--- config.mk ---
export PLATFORM = sky130hd
export DESIGN_NAME = uart_cfg
export DESIGN_NICKNAME = d
export VERILOG_FILES = /design/src/rtl/uart_pkg.sv /design/src/rtl/uart_baud_cnt.sv /design/src/rtl/uart_cfg.sv
export SDC_FILE = /design/constraint.sdc
export NUM_CORES = 1
export LEC_CHECK = 0
export ABC_CLOCK_PERIOD_IN_PS = 1800
export CORE_MARGIN = 4
export CORE_UTILIZATION = 35
export CTS_CLUSTER_SIZE = 30
export DETAILED_ROUTE_END_ITERATION = 8
export HOLD_SLACK_MARGIN = 0.1
export SYNTH_ARGS = -nofsm -noshare
export SYNTH_HDL_FRONTEND = slang
export SYNTH_SLANG_ARGS = --single-unit
--- constraint.sdc ---
create_clock -name clk -period 1.8 [get_ports clk]
set_input_delay 0.18 -clock clk [delete_from_list [all_inputs] [get_ports clk]]
set_output_delay 0.18 -clock clk [all_outputs]
set_load 0.02 [all_outputs]
--- src/rtl/uart_pkg.sv ---
// Shared encodings for the configurable UART: parity modes, TX/RX FSM states
// and the parity helper used by both directions.
package uart_pkg;

    localparam int PAR_NONE = 0;
    localparam int PAR_ODD  = 1;
    localparam int PAR_EVEN = 2;

    typedef enum logic [2:0] {
        TX_IDLE,
        TX_START,
        TX_DATA,
        TX_PARITY,
        TX_STOP
    } tx_state_t;

    typedef enum logic [2:0] {
        RX_IDLE,
        RX_START,
        RX_DATA,
        RX_PARITY,
        RX_STOP
    } rx_state_t;

    // Data is zero-extended to 9 bits; padding does not change the XOR.
    function automatic logic parity_bit(input logic [8:0] d, input int par);
        return (^d) ^ (par == PAR_ODD);
    endfunction

endpackage

--- src/rtl/uart_baud_cnt.sv ---
// Bit-period counter: ticks once every CLK_DIV cycles; a half-load makes the
// first tick land CLK_DIV/2 cycles later (used to centre RX sampling).
module uart_baud_cnt #(
    parameter int CLK_DIV = 87
) (
    input  logic clk,
    input  logic rst,
    input  logic i_clear,
    input  logic i_half_load,
    output logic o_tick
);

    localparam int CW = $clog2(CLK_DIV);
    localparam logic [CW-1:0] LAST = CW'(CLK_DIV - 1);
    localparam logic [CW-1:0] HALF = CW'(CLK_DIV - CLK_DIV / 2);

    logic [CW-1:0] r_cnt;

    assign o_tick = (r_cnt == LAST);

    always_ff @(posedge clk) begin
        if (rst || i_clear) begin
            r_cnt <= '0;
        end else if (i_half_load) begin
            r_cnt <= HALF;
        end else if (o_tick) begin
            r_cnt <= '0;
        end else begin
            r_cnt <= r_cnt + 1'b1;
        end
    end

endmodule

--- src/rtl/uart_cfg.sv ---
// Parametrised full-duplex UART with valid/ready on both sides, RX synchroniser,
// start-glitch rejection and parity/framing/overrun reporting.
module uart_cfg
    import uart_pkg::*;
#(
    parameter int CLK_DIV   = 87,
    parameter int DATA_BITS = 8,
    parameter int PARITY    = 0,
    parameter int STOP_BITS = 1
) (
    input  logic                 clk,
    input  logic                 rst,
    output logic                 tx,
    input  logic                 i_valid,
    output logic                 i_ready,
    input  logic [DATA_BITS-1:0] i_data,
    output logic                 tx_done,
    input  logic                 rx,
    output logic                 o_valid,
    input  logic                 o_ready,
    output logic [DATA_BITS-1:0] o_data,
    output logic                 o_parity_err,
    output logic                 o_frame_err,
    output logic                 rx_overrun
);

    if (CLK_DIV < 4 || CLK_DIV > 65535) begin : g_bad_clk_div
        $error("uart_cfg: CLK_DIV must be 4..65535");
    end
    if (DATA_BITS < 5 || DATA_BITS > 9) begin : g_bad_data_bits
        $error("uart_cfg: DATA_BITS must be 5..9");
    end
    if (PARITY < 0 || PARITY > 2) begin : g_bad_parity
        $error("uart_cfg: PARITY must be 0, 1 or 2");
    end
    if (STOP_BITS < 1 || STOP_BITS > 2) begin : g_bad_stop_bits
        $error("uart_cfg: STOP_BITS must be 1 or 2");
    end

    localparam logic [3:0] LAST_BIT  = 4'(DATA_BITS - 1);
    localparam logic [3:0] LAST_STOP = 4'(STOP_BITS - 1);
    localparam bit         HAS_PAR   = (PARITY != PAR_NONE);

    // ---------------- TX ----------------
    tx_state_t            r_tx_state, w_tx_next;
    logic                 w_tx_tick, w_tx_go, w_tx;
    logic [3:0]           r_tx_cnt;
    logic [DATA_BITS-1:0] r_tx_shift;
    logic                 r_tx_par, r_tx_done;

    uart_baud_cnt #(.CLK_DIV(CLK_DIV)) u_tx_baud (
        .clk        (clk),
        .rst        (rst),
        .i_clear    (r_tx_state == TX_IDLE),
        .i_half_load(1'b0),
        .o_tick     (w_tx_tick)
    );

    assign i_ready = (r_tx_state == TX_IDLE);
    assign w_tx_go = i_valid && i_ready;

    always_ff @(posedge clk) begin
        if (rst) r_tx_state <= TX_IDLE;
        else     r_tx_state <= w_tx_next;
    end

    always_comb begin
        w_tx_next = r_tx_state;
        w_tx      = 1'b1;
        case (r_tx_state)
            TX_IDLE:   if (w_tx_go) w_tx_next = TX_START;
            TX_START: begin
                w_tx = 1'b0;
                if (w_tx_tick) w_tx_next = TX_DATA;
            end
            TX_DATA: begin
                w_tx = r_tx_shift[0];
                if (w_tx_tick && r_tx_cnt == LAST_BIT)
                    w_tx_next = HAS_PAR ? TX_PARITY : TX_STOP;
            end
            TX_PARITY: begin
                w_tx = r_tx_par;
                if (w_tx_tick) w_tx_next = TX_STOP;
            end
            TX_STOP:   if (w_tx_tick && r_tx_cnt == LAST_STOP) w_tx_next = TX_IDLE;
            default:   w_tx_next = TX_IDLE;
        endcase
    end

    assign tx      = w_tx;
    assign tx_done = r_tx_done;

    // r_tx_cnt counts data bits, then is reused to count stop bits.
    always_ff @(posedge clk) begin
        if (rst) begin
            r_tx_cnt   <= '0;
            r_tx_shift <= '0;
            r_tx_par   <= 1'b0;
            r_tx_done  <= 1'b0;
        end else begin
            r_tx_done <= (r_tx_state == TX_STOP) && w_tx_tick && (r_tx_cnt == LAST_STOP);
            if (w_tx_go) begin
                r_tx_shift <= i_data;
                r_tx_par   <= parity_bit(9'(i_data), PARITY);
                r_tx_cnt   <= '0;
            end else if (w_tx_tick) begin
                case (r_tx_state)
                    TX_DATA: begin
                        r_tx_shift <= r_tx_shift >> 1;
                        r_tx_cnt   <= (r_tx_cnt == LAST_BIT) ? 4'd0 : r_tx_cnt + 4'd1;
                    end
                    TX_STOP: r_tx_cnt <= r_tx_cnt + 4'd1;
                    default: ;
                endcase
            end
        end
    end

    // ---------------- RX ----------------
    rx_state_t            r_rx_state, w_rx_next;
    logic                 r_rx_meta, r_rx_s;
    logic                 w_rx_tick, w_rx_done;
    logic [3:0]           r_rx_cnt;
    logic [DATA_BITS-1:0] r_rx_shift;
    logic                 r_rx_par_err;
    logic                 r_o_valid, r_o_perr, r_o_ferr, r_overrun;
    logic [DATA_BITS-1:0] r_o_data;

    always_ff @(posedge clk) begin
        if (rst) begin
            r_rx_meta <= 1'b1;
            r_rx_s    <= 1'b1;
        end else begin
            r_rx_meta <= rx;
            r_rx_s    <= r_rx_meta;
        end
    end

    // Half-load is held through IDLE so the start-bit check lands mid-bit.
    uart_baud_cnt #(.CLK_DIV(CLK_DIV)) u_rx_baud (
        .clk        (clk),
        .rst        (rst),
        .i_clear    (1'b0),
        .i_half_load(r_rx_state == RX_IDLE),
        .o_tick     (w_rx_tick)
    );

    always_ff @(posedge clk) begin
        if (rst) r_rx_state <= RX_IDLE;
        else     r_rx_state <= w_rx_next;
    end

    always_comb begin
        w_rx_next = r_rx_state;
        case (r_rx_state)
            RX_IDLE:   if (!r_rx_s) w_rx_next = RX_START;
            RX_START:  if (w_rx_tick) w_rx_next = r_rx_s ? RX_IDLE : RX_DATA;
            RX_DATA:   if (w_rx_tick && r_rx_cnt == LAST_BIT)
                           w_rx_next = HAS_PAR ? RX_PARITY : RX_STOP;
            RX_PARITY: if (w_rx_tick) w_rx_next = RX_STOP;
            RX_STOP:   if (w_rx_tick) w_rx_next = RX_IDLE;
            default:   w_rx_next = RX_IDLE;
        endcase
    end

    assign w_rx_done = (r_rx_state == RX_STOP) && w_rx_tick;

    always_ff @(posedge clk) begin
        if (rst) begin
            r_rx_cnt     <= '0;
            r_rx_shift   <= '0;
            r_rx_par_err <= 1'b0;
        end else if (w_rx_tick) begin
            case (r_rx_state)
                RX_START:  r_rx_cnt <= '0;
                RX_DATA: begin
                    r_rx_shift <= {r_rx_s, r_rx_shift[DATA_BITS-1:1]};
                    r_rx_cnt   <= r_rx_cnt + 4'd1;
                end
                RX_PARITY: r_rx_par_err <= r_rx_s ^ parity_bit(9'(r_rx_shift), PARITY);
                default: ;
            endcase
        end
    end

    // Holding register: a completed frame is dropped if the old one is unconsumed.
    always_ff @(posedge clk) begin
        if (rst) begin
            r_o_valid <= 1'b0;
            r_o_data  <= '0;
            r_o_perr  <= 1'b0;
            r_o_ferr  <= 1'b0;
            r_overrun <= 1'b0;
        end else begin
            r_overrun <= 1'b0;
            if (w_rx_done) begin
                if (!r_o_valid || o_ready) begin
                    r_o_valid <= 1'b1;
                    r_o_data  <= r_rx_shift;
                    r_o_perr  <= r_rx_par_err;
                    r_o_ferr  <= !r_rx_s;
                end else begin
                    r_overrun <= 1'b1;
                end
            end else if (r_o_valid && o_ready) begin
                r_o_valid <= 1'b0;
            end
        end
    end

    assign o_valid      = r_o_valid;
    assign o_data       = r_o_data;
    assign o_parity_err = r_o_perr;
    assign o_frame_err  = r_o_ferr;
    assign rx_overrun   = r_overrun;

endmodule

==> flow_summary.ini <==
[worst_setup_path]
crit_path_start_kind = register
path_buf_inv = 1
crit_family = simple AND/OR/NAND/NOR gates
crit_type = reg -> out
slowest_stage = dfxtp_1
critical_path_arrival_ps = 1520
cp_cell_sequence = or2_2 -> nor2_1 -> dlygate4sd2_1
critical_path_required_ps = 1620
cpPeakStageDelay_ps = 370
worst-path-max-fanout = 7
endpoint_kind = output pin

[cells_and_area]
drive_gt1_share_pct = 10.1
final_util_pct = 43.5
final_nets = 362
postLayoutCellArea_mm2 = 0.00338
syn2layout_area_growth_pct = 19.9
fillers = 786
num_antenna_cells = 0
final_cells = 448

[route]
wl_per_cell_um = 12.2
drc = 0
routed_wirelength_mm = 5.47
via_count = 2224
dr.pass1.iters = 4
via_per_inst = 4.96
ant_nets = 0
drt-initial-drc-count = 95

[sta]
post-route-period-util_pct = 94.4
worst_pin_slew_ps = 476
rsz0062_at_grt = no
finalHoldViolations = 0
tns_ps = 0
final.setup.worst_slack_ps = 101
slew_viol_final = 0
fin_crit_ps = 1700
slew_headroom_pct = 68.1
setup_viol = 0
fmax_mhz = 589
skew_ps = 9.91

[power_and_ir_drop]
combPwrFrac_pct = 8.3
p_per_area_mw_per_mm2 = 784
p_sw_uw = 625
p_int_uw = 2030
p_sw_share_pct = 23.6
irDropWorstVdd_mv = 0.344
seqPwrFrac_pct = 53.7
clock_power_share_pct = 38.0
leakagePower_uw = 0.00137

[clocking]
worst_skew_pair.late_latency_ps = 330
holdBufCountCts = 0
cts_buffers = 9
tritoncts = yes
clkTransAtPathRegs_ps = 60
htree_levels = 3
cts-root-buf = clkbuf_8
clock_tree.buffer_depth = 2
cts_sinks = 61

[synthesis]
synth_top_area_share_pct = 43.3
synth_seq_area_share_pct = 43.3
ys_warn_count = 0
synth_area_leaders = dfxtp_1 (43%), mux2i_1 (9.2%), nor2_1 (5.3%)
synth_area_per_cell_um2 = 9.13
synth_area_leader_cell = dfxtp_1
syn_area_mm2 = 0.00282
syn_inst = 309
syn-num-nets = 329
synth-seq-cells = 61
async_flop_share_pct = 0
synth_ff_type = dfxtp_1
synth_cell_type_count = 43
synth_edf_count = 0

[placement]
portBuffers = 27
dp_hpwl_mm = 3.97
dp_slack_ps = 92.8
gp_congestion = 0.751
dp.cells = 432
dpl_cell_area_mm2 = 0.00321

[grt]
grt-ovfl-total = 0
grt_pass1_wl_mm = 9.49
antenna_found_initial = 0
grt_max_degree = 29
grt.total_usage_pct = 12.1
grt_pass1_vias = 2079

[run_status]
status = finished, final reports clean

[run]
cap_violations = 0

[floorplanning]
coreArea_mm2 = 0.00777
die_h_um = 97.8
io_pins = 28
num_rows = 32
fp.dieW_um = 97.8
start_util_pct = 36.3
die-area_mm2 = 0.00956

[min_path]
hold_path.class = in -> reg
==> flip-flops by register name, summed over array words and instances (netlist names), 3 cells and up <==
register and cells:
u_rx_baud.r_cnt 7, o_data 8, u_tx_baud.r_cnt 7, r_tx_state 3, r_rx_shift 8, r_rx_state 3, r_tx_shift 8, r_tx_cnt 4
r_rx_cnt 4
==> what timing repair did <==
action,4_1_cts,5_1_grt
resized for setup,3,3
pin swaps,0,1
buffers inserted,0,1
gates cloned,0,0
endpoints found under the setup margin,2,10
==> per-stage QoR <==
stage	power (uW)	hold slack, ps
after floorplan	1600	284
after global placement	1670	396
after detailed placement	1680	398
after CTS	2700	293
after global routing	2790	316
final	2650	302
==> layout by cell type (no fill, tap or decap), types with 8 or more instances in the layout <==
master	instances
dfxtp_1	60
nor2_1	40
mux2i_1	26
clkdlybuf4s50_1	24
a21oi_1	21
xnor2_1	17
nand2_1	15
buf_4	12
nand3_1	10
clkbuf_8	10
nor3_1	9
a211oi_1	8
o21ai_0	8
==> layout make-up <==
cell class / instances / area, um^2 / share of cell area [%]
inverters: 7 / 26.3 / 0.777
clock buffers: 13 / 149 / 4.40
repair buffers: 39 / 353 / 10.4
clock inverters: 2 / 10.0 / 0.296
flip-flops and latches: 61 / 1220 / 36.2
multi-input cells: 224 / 1490 / 44.2
well taps: 102 / 128 / 3.77
==> layer usage <==
layer	wire length [um]	global-route usage (%)	part of all wire [%]
met3	247	3.14	4.5
met1	2790	16.3	51
met4	116	6.39	2.1
met2	2320	17.8	42
met5	0	0	0
==> synth_stat cells (all sizes together) (3+ instances only) <==
cell	instances
nor3b	3
and2	4
o211ai	3
buf	7
dfxtp	61
nand4	3
and3	3
o21ai	8
clkbuf	10
ha	7
or2	4
xnor2	17
nor3	9
nand2	15
a211oi	8
a31oi	4
xor2	7
nand2b	4
mux2i	26
nand3	10
nor2	40
inv	7
a21oi	21
or3	6
==> path summary, 6_finish.rpt <==
kind	start	to	slack, ps	cells after the start
max reg2reg	r_rx_s	r_rx_par_err	120	4
max	r_tx_state[0]	i_ready	100	3
min	rst	r_rx_shift[5]	300	2
min reg2reg	r_rx_meta	r_rx_s	410	1
==> worst reg2reg max path: stages (launching register included) <==
cell and delay (ps):
dfxtp_1 440, xor2_1 170, xnor3_1 450, or4b_1 480, nand3_1 90
==> cell families after synthesis <==
logic type               count (synthesis)  share of synthesized area (%)
buffers and inverters                   24                           3.86
AND/OR/NAND/NOR                        116                           21.5
adder cells (fa/ha/maj)                  7                           3.11
flip-flops                              61                           43.3
XOR/XNOR                                25                           8.25
multiplexers                            26                           9.23
AO/OA/AOI/OAI                           50                           10.7
==> power by group through the flow <==
| stage | logic [uW] | registers, uW | clock network (uW) |
|---|---|---|---|
| 2_1_floorplan | 153 | 1440 | 0 |
| 3_3_place_gp | 222 | 1450 | 0 |
| 3_5_place_dp | 226 | 1450 | 0 |
| 4_1_cts | 224 | 1420 | 1050 |
| 5_1_grt | 247 | 1430 | 1110 |
| 6_report | 220 | 1420 | 1010 |
Note: power is estimated with default switching activity, not from simulation.
